[src/rtl/cross_bar_master_agent.sv]
// rtl/cross_bar_master_agent.sv - req/ack bus master with command FIFO, ack timeout and response stream
//
// cross_bar_pkg carries the bus widths shared by every cross-bar agent.
//
// cross_bar_master_agent
//   Accepts commands on a valid/ready stream into a FIFO, issues them one at a
//   time as req/addr/cmd/wdata on the cross-bar bus, waits for a one-cycle ack
//   (or aborts after TIMEOUT cycles) and returns one response per command.
//
// Ports
//   clk, areset                     clock, asynchronous active-high reset
//   cmd_valid/ready/write/addr/wdata  command stream in
//   rsp_valid/ready/write/rdata/timeout  response stream out
//   master_req/addr/cmd/wdata       bus request out
//   master_ack/rdata                bus acknowledge and read data in
//   stray_ack                       sticky flag: ack seen with no request outstanding

package cross_bar_pkg;
    localparam int ADDR_W = 32;
    localparam int DATA_W = 32;
    typedef logic [ADDR_W-1:0] addr_t;
    typedef logic [DATA_W-1:0] data_t;
endpackage

module cross_bar_master_agent #(
    parameter int FIFO_DEPTH = 4,
    parameter int TIMEOUT    = 64
) (
    input  logic                             clk,
    input  logic                             areset,
    input  logic                             cmd_valid,
    output logic                             cmd_ready,
    input  logic                             cmd_write,
    input  logic [cross_bar_pkg::ADDR_W-1:0] cmd_addr,
    input  logic [cross_bar_pkg::DATA_W-1:0] cmd_wdata,
    output logic                             rsp_valid,
    input  logic                             rsp_ready,
    output logic                             rsp_write,
    output logic [cross_bar_pkg::DATA_W-1:0] rsp_rdata,
    output logic                             rsp_timeout,
    output logic                             master_req,
    output logic [cross_bar_pkg::ADDR_W-1:0] master_addr,
    output logic                             master_cmd,
    output logic [cross_bar_pkg::DATA_W-1:0] master_wdata,
    input  logic                             master_ack,
    input  logic [cross_bar_pkg::DATA_W-1:0] master_rdata,
    output logic                             stray_ack
);
    localparam int ADDR_W = cross_bar_pkg::ADDR_W;
    localparam int DATA_W = cross_bar_pkg::DATA_W;
    localparam int PTR_W  = $clog2(FIFO_DEPTH);
    localparam int TMR_W  = $clog2(TIMEOUT) + 1;
    localparam logic [TMR_W-1:0] TMR_LAST = TMR_W'(TIMEOUT - 1);

    typedef enum logic [1:0] {
        IDLE = 2'd0,
        REQ  = 2'd1,
        RSP  = 2'd2
    } state_t;

    state_t state, state_next;

    // FIFO storage is not reset: occupancy comes only from the pointers.
    logic              fifo_write [FIFO_DEPTH];
    logic [ADDR_W-1:0] fifo_addr  [FIFO_DEPTH];
    logic [DATA_W-1:0] fifo_wdata [FIFO_DEPTH];

    // Pointers carry one extra wrap bit so full and empty are distinguishable.
    logic [PTR_W:0]    wr_ptr, rd_ptr;
    logic              fifo_empty, fifo_full;
    logic              push, pop;
    logic              done_ack, done_timeout;
    logic [TMR_W-1:0]  timer;

    assign fifo_empty = (wr_ptr == rd_ptr);
    assign fifo_full  = ((wr_ptr ^ rd_ptr) == {1'b1, {PTR_W{1'b0}}});
    assign cmd_ready  = !fifo_full;
    assign push       = cmd_valid && cmd_ready;

    assign master_req = (state == REQ);
    assign rsp_valid  = (state == RSP);

    always_ff @(posedge clk or posedge areset) begin
        if (areset) begin
            state <= IDLE;
        end else begin
            state <= state_next;
        end
    end

    always_comb begin
        state_next   = state;
        pop          = 1'b0;
        done_ack     = 1'b0;
        done_timeout = 1'b0;
        case (state)
            IDLE: begin
                if (!fifo_empty) begin
                    pop        = 1'b1;
                    state_next = REQ;
                end
            end
            REQ: begin
                // Ack takes priority over a timeout landing in the same cycle.
                if (master_ack) begin
                    done_ack   = 1'b1;
                    state_next = RSP;
                end else if (timer == TMR_LAST) begin
                    done_timeout = 1'b1;
                    state_next   = RSP;
                end
            end
            RSP: begin
                if (rsp_ready) begin
                    state_next = IDLE;
                end
            end
            default: state_next = IDLE;
        endcase
    end

    always_ff @(posedge clk) begin
        if (push) begin
            fifo_write[wr_ptr[PTR_W-1:0]] <= cmd_write;
            fifo_addr[wr_ptr[PTR_W-1:0]]  <= cmd_addr;
            fifo_wdata[wr_ptr[PTR_W-1:0]] <= cmd_wdata;
        end
    end

    always_ff @(posedge clk or posedge areset) begin
        if (areset) begin
            wr_ptr       <= '0;
            rd_ptr       <= '0;
            timer        <= '0;
            master_addr  <= '0;
            master_cmd   <= 1'b0;
            master_wdata <= '0;
            rsp_write    <= 1'b0;
            rsp_rdata    <= '0;
            rsp_timeout  <= 1'b0;
            stray_ack    <= 1'b0;
        end else begin
            if (push) begin
                wr_ptr <= wr_ptr + 1'b1;
            end
            if (pop) begin
                rd_ptr       <= rd_ptr + 1'b1;
                master_cmd   <= fifo_write[rd_ptr[PTR_W-1:0]];
                master_addr  <= fifo_addr[rd_ptr[PTR_W-1:0]];
                master_wdata <= fifo_wdata[rd_ptr[PTR_W-1:0]];
                timer        <= '0;
            end else if (state == REQ && !done_ack && !done_timeout) begin
                timer <= timer + 1'b1;
            end
            if (done_ack) begin
                rsp_write   <= master_cmd;
                rsp_rdata   <= master_cmd ? '0 : master_rdata;
                rsp_timeout <= 1'b0;
            end else if (done_timeout) begin
                rsp_write   <= master_cmd;
                rsp_rdata   <= '0;
                rsp_timeout <= 1'b1;
            end
            if (master_ack && !master_req) begin
                stray_ack <= 1'b1;
            end
        end
    end

endmodule

[config.mk]
export PLATFORM = sky130hd
export DESIGN_NAME = cross_bar_master_agent
export DESIGN_NICKNAME = d
export VERILOG_FILES = /design/src/rtl/cross_bar_master_agent.sv
export SDC_FILE = /design/constraint.sdc
export NUM_CORES = 1
export LEC_CHECK = 0
export BUFFER_PORTS_ARGS = -buffer_cell sky130_fd_sc_hd__buf_4
export CAP_MARGIN = 20
export CELL_PAD_IN_SITES_DETAIL_PLACEMENT = 0
export CELL_PAD_IN_SITES_GLOBAL_PLACEMENT = 1
export CORE_MARGIN = 3
export CORE_UTILIZATION = 49
export CTS_BUF_LIST = sky130_fd_sc_hd__clkbuf_16
export DETAILED_ROUTE_END_ITERATION = 10
export GPL_ROUTABILITY_DRIVEN = 1
export GPL_TIMING_DRIVEN = 0
export HOLD_SLACK_MARGIN = 0.05
export PLACE_DENSITY_LB_ADDON = 0.1
export SLEW_MARGIN = 25
export SYNTH_ARGS = -nofsm -noshare
export SYNTH_HDL_FRONTEND = slang
export SYNTH_SLANG_ARGS = --single-unit
[constraint.sdc]
create_clock -name clk -period 4.3 [get_ports clk]
set_clock_uncertainty 0.2 [all_clocks]
set_input_delay 0.43 -clock clk [delete_from_list [all_inputs] [get_ports clk]]
set_output_delay 0.43 -clock clk [all_outputs]
set_load 0.02 [all_outputs]
==> results.json <==
{
  "async_flop_share_pct": 30.7,
  "synth_cell_type_count": 34,
  "synth_ff_type": "edfxtp_1",
  "wl_mm": 28.0,
  "post_cts_resized": 0,
  "cp_slowest_stage_delay_ns": 0.61,
  "cts_hold_buf": 100,
  "placedCellCount": 1219,
  "finalWeightedCongestion": 0.775,
  "ys_seq_area_share_pct": 77.5,
  "dieHeight_um": 174,
  "post-route-period-util_pct": 59.6,
  "critPathRequiredTime_ns": 4.49,
  "path_cells": "buf_2 -> xnor2_1 -> a311oi_2 -> buf_4 -> buf_4 -> mux2_1",
  "cp_common_cell": "buf_4",
  "utilization_pct": 66.5,
  "die_x_um": 174,
  "critPathLaunchType": "flip-flop",
  "cts_buffer_depth": 3,
  "fin_area_um2": 18200,
  "fin_crit_ns": 2.56,
  "htreeDepth": 2,
  "holdCritPathClass": "in -> reg",
  "setup_tns_ns": 0,
  "drv_cap": 0,
  "num_io_pins": 205,
  "clock_latency_ns": 0.51,
  "yosysWarnings": 0,
  "syn_inst": 635,
  "worst_slew_pin_slew_ns": 0.682,
  "most-common-layout-cells": "edfxtp_1, buf_4, dfrtp_1",
  "dpl_cell_area_um2": 16000,
  "slew_violations": 0,
  "grt_usage_pct": 18.9,
  "antenna_left": 0,
  "drt-initial-drc-count": 509,
  "hold_viol": 0,
  "dr.pass1.iters": 4,
  "critPathCaptureType": "flip-flop",
  "final_common_cell": "edfxtp_1",
  "synth-edff-count": 260,
  "path_max_fanout": 10,
  "root_buffer": "clkbuf_16",
  "power_leakage_nw": 7.00,
  "crit_type": "reg -> reg",
  "slew_headroom_pct": 54.5,
  "cts_setup_buffers": 0,
  "crit_buf_inv": 3,
  "grt_pass1_vias": 8116,
  "vias": 7265,
  "cts_sinks": 375,
  "synth.net_count": 743,
  "cts.clk_slew.worst_paths_ns": 0.06,
  "final_cells": 1391,
  "cpMaxStageDelayCell": "a311oi_2",
  "avgSynthCellArea_um2": 21.7,
  "drive_gt1_share_pct": 39.9,
  "syn_area_um2": 13800,
  "rows": 60,
  "antenna_found_initial": 1,
  "numCtsBuffers": 40,
  "cts_tree": "built",
  "fin_hold_ws_ns": 0.0895,
  "reg2reg_slack_ns": 1.74,
  "wl_per_cell_um": 20.1,
  "synth_seq_cells": 375,
  "dieArea_um2": 30200,
  "p_per_area_nw_per_um2": 722,
  "grt_pass1_wl_mm": 45.0,
  "drc": 0,
  "n_antenna_cell": 0,
  "area_growth_pct": 31.8,
  "setup_violations": 0,
  "grt_start_max_net_pins": 83,
  "outcome": "finished, final reports clean",
  "nNetsFinal": 1097,
  "worstPathArrival_ns": 2.75,
  "io_buffers": 203,
  "dpl.hpwl_mm": 17.4,
  "rsz0062_at_grt": "no",
  "vias_per_cell": 5.22,
  "max_freq_mhz": 390,
  "gr-total-overflow": 0,
  "irDropWorstVdd_v": 0.000431,
  "initial_core_util_pct": 50.4,
  "coreArea_um2": 27300,
  "cpLargestDelayFamily": "buffers and inverters"
}
==> sequential cells by signal (all words and copies together) (netlist names) <==
signal        cells
fifo_wdata      128
fifo_write        4
wr_ptr            3
rsp_rdata        32
rsp_write         1
rd_ptr            3
timer             7
master_cmd        1
state             2
stray_ack         1
master_wdata     32
master_addr      32
rsp_timeout       1
fifo_addr       128
==> logic make-up after synthesis <==
kind of cell	share of synthesized area, %
XOR/XNOR	0.572
buffers and inverters	1.30
multiplexers	16.2
flip-flops	77.5
AND/OR/NAND/NOR	1.06
AO/OA/AOI/OAI	2.77
adder cells (fa/ha/maj)	0.545
==> stage by stage <==
stage	total power, mW	worst slack [ns]
2_1_floorplan	8.41	0.626
3_3_place_gp	9.98	-1.28
3_5_place_dp	10.2	1.69
4_1_cts	13.3	1.67
5_1_grt	13.9	1.56
6_report	13.1	1.74
==> final cells by class <==
class                   instances  area, um2
multi-input cells             223       2940
inverters                       6       30.0
well taps                     372        465
clock inverters                31        158
repair buffers                312       2710
plain buffers                  31        156
clock buffers                  41       1030
fillers                      1903       9150
flip-flops and latches        375      10700
==> routing by layer <==
layer | vias up | track usage [%] | wire length (um)
met1 | 3730 | 24.7 | 11600
met4 | 2 | 5.06 | 537
met5 | - | 0 | 13
met3 | 52 | 4.58 | 1760
met2 | 216 | 32.3 | 14100
li1 | 3265 | - | -
==> path summary, 6_finish.rpt <==
| check | from | end | cells past startpoint |
|---|---|---|---|
| max reg2reg | rd_ptr[0] | master_addr[5] | 6 |
| min | master_ack | rsp_timeout | 2 |
| min in group asynchronous | areset | master_wdata[28] | 3 |
| min reg2reg | wr_ptr[2] | wr_ptr[2] | 1 |
| max | rd_ptr[0] | master_addr[5] | 6 |
| max in group asynchronous | areset | master_addr[20] | 4 |
==> power breakdown <==
group          switching, mW  internal [mW]
logic                   2.35           2.30
clock network           1.29           1.78
registers              0.409           5.00
==> synth_stat cells (all sizes together), types with 5 or more instances <==
cell type | instances | share of area (%)
and3 | 5 | 0.23
buf | 18 | 0.78
a22o | 32 | 2.0
edfxtp | 260 | 57
inv | 6 | 0.16
xnor2 | 5 | 0.32
nor2 | 7 | 0.19
clkbuf | 13 | 0.35
mux4 | 65 | 11
nand2 | 5 | 0.14
ha | 6 | 0.54
dfrtp | 115 | 21
mux2 | 68 | 5.6
Power figures use the tool's default switching activity.
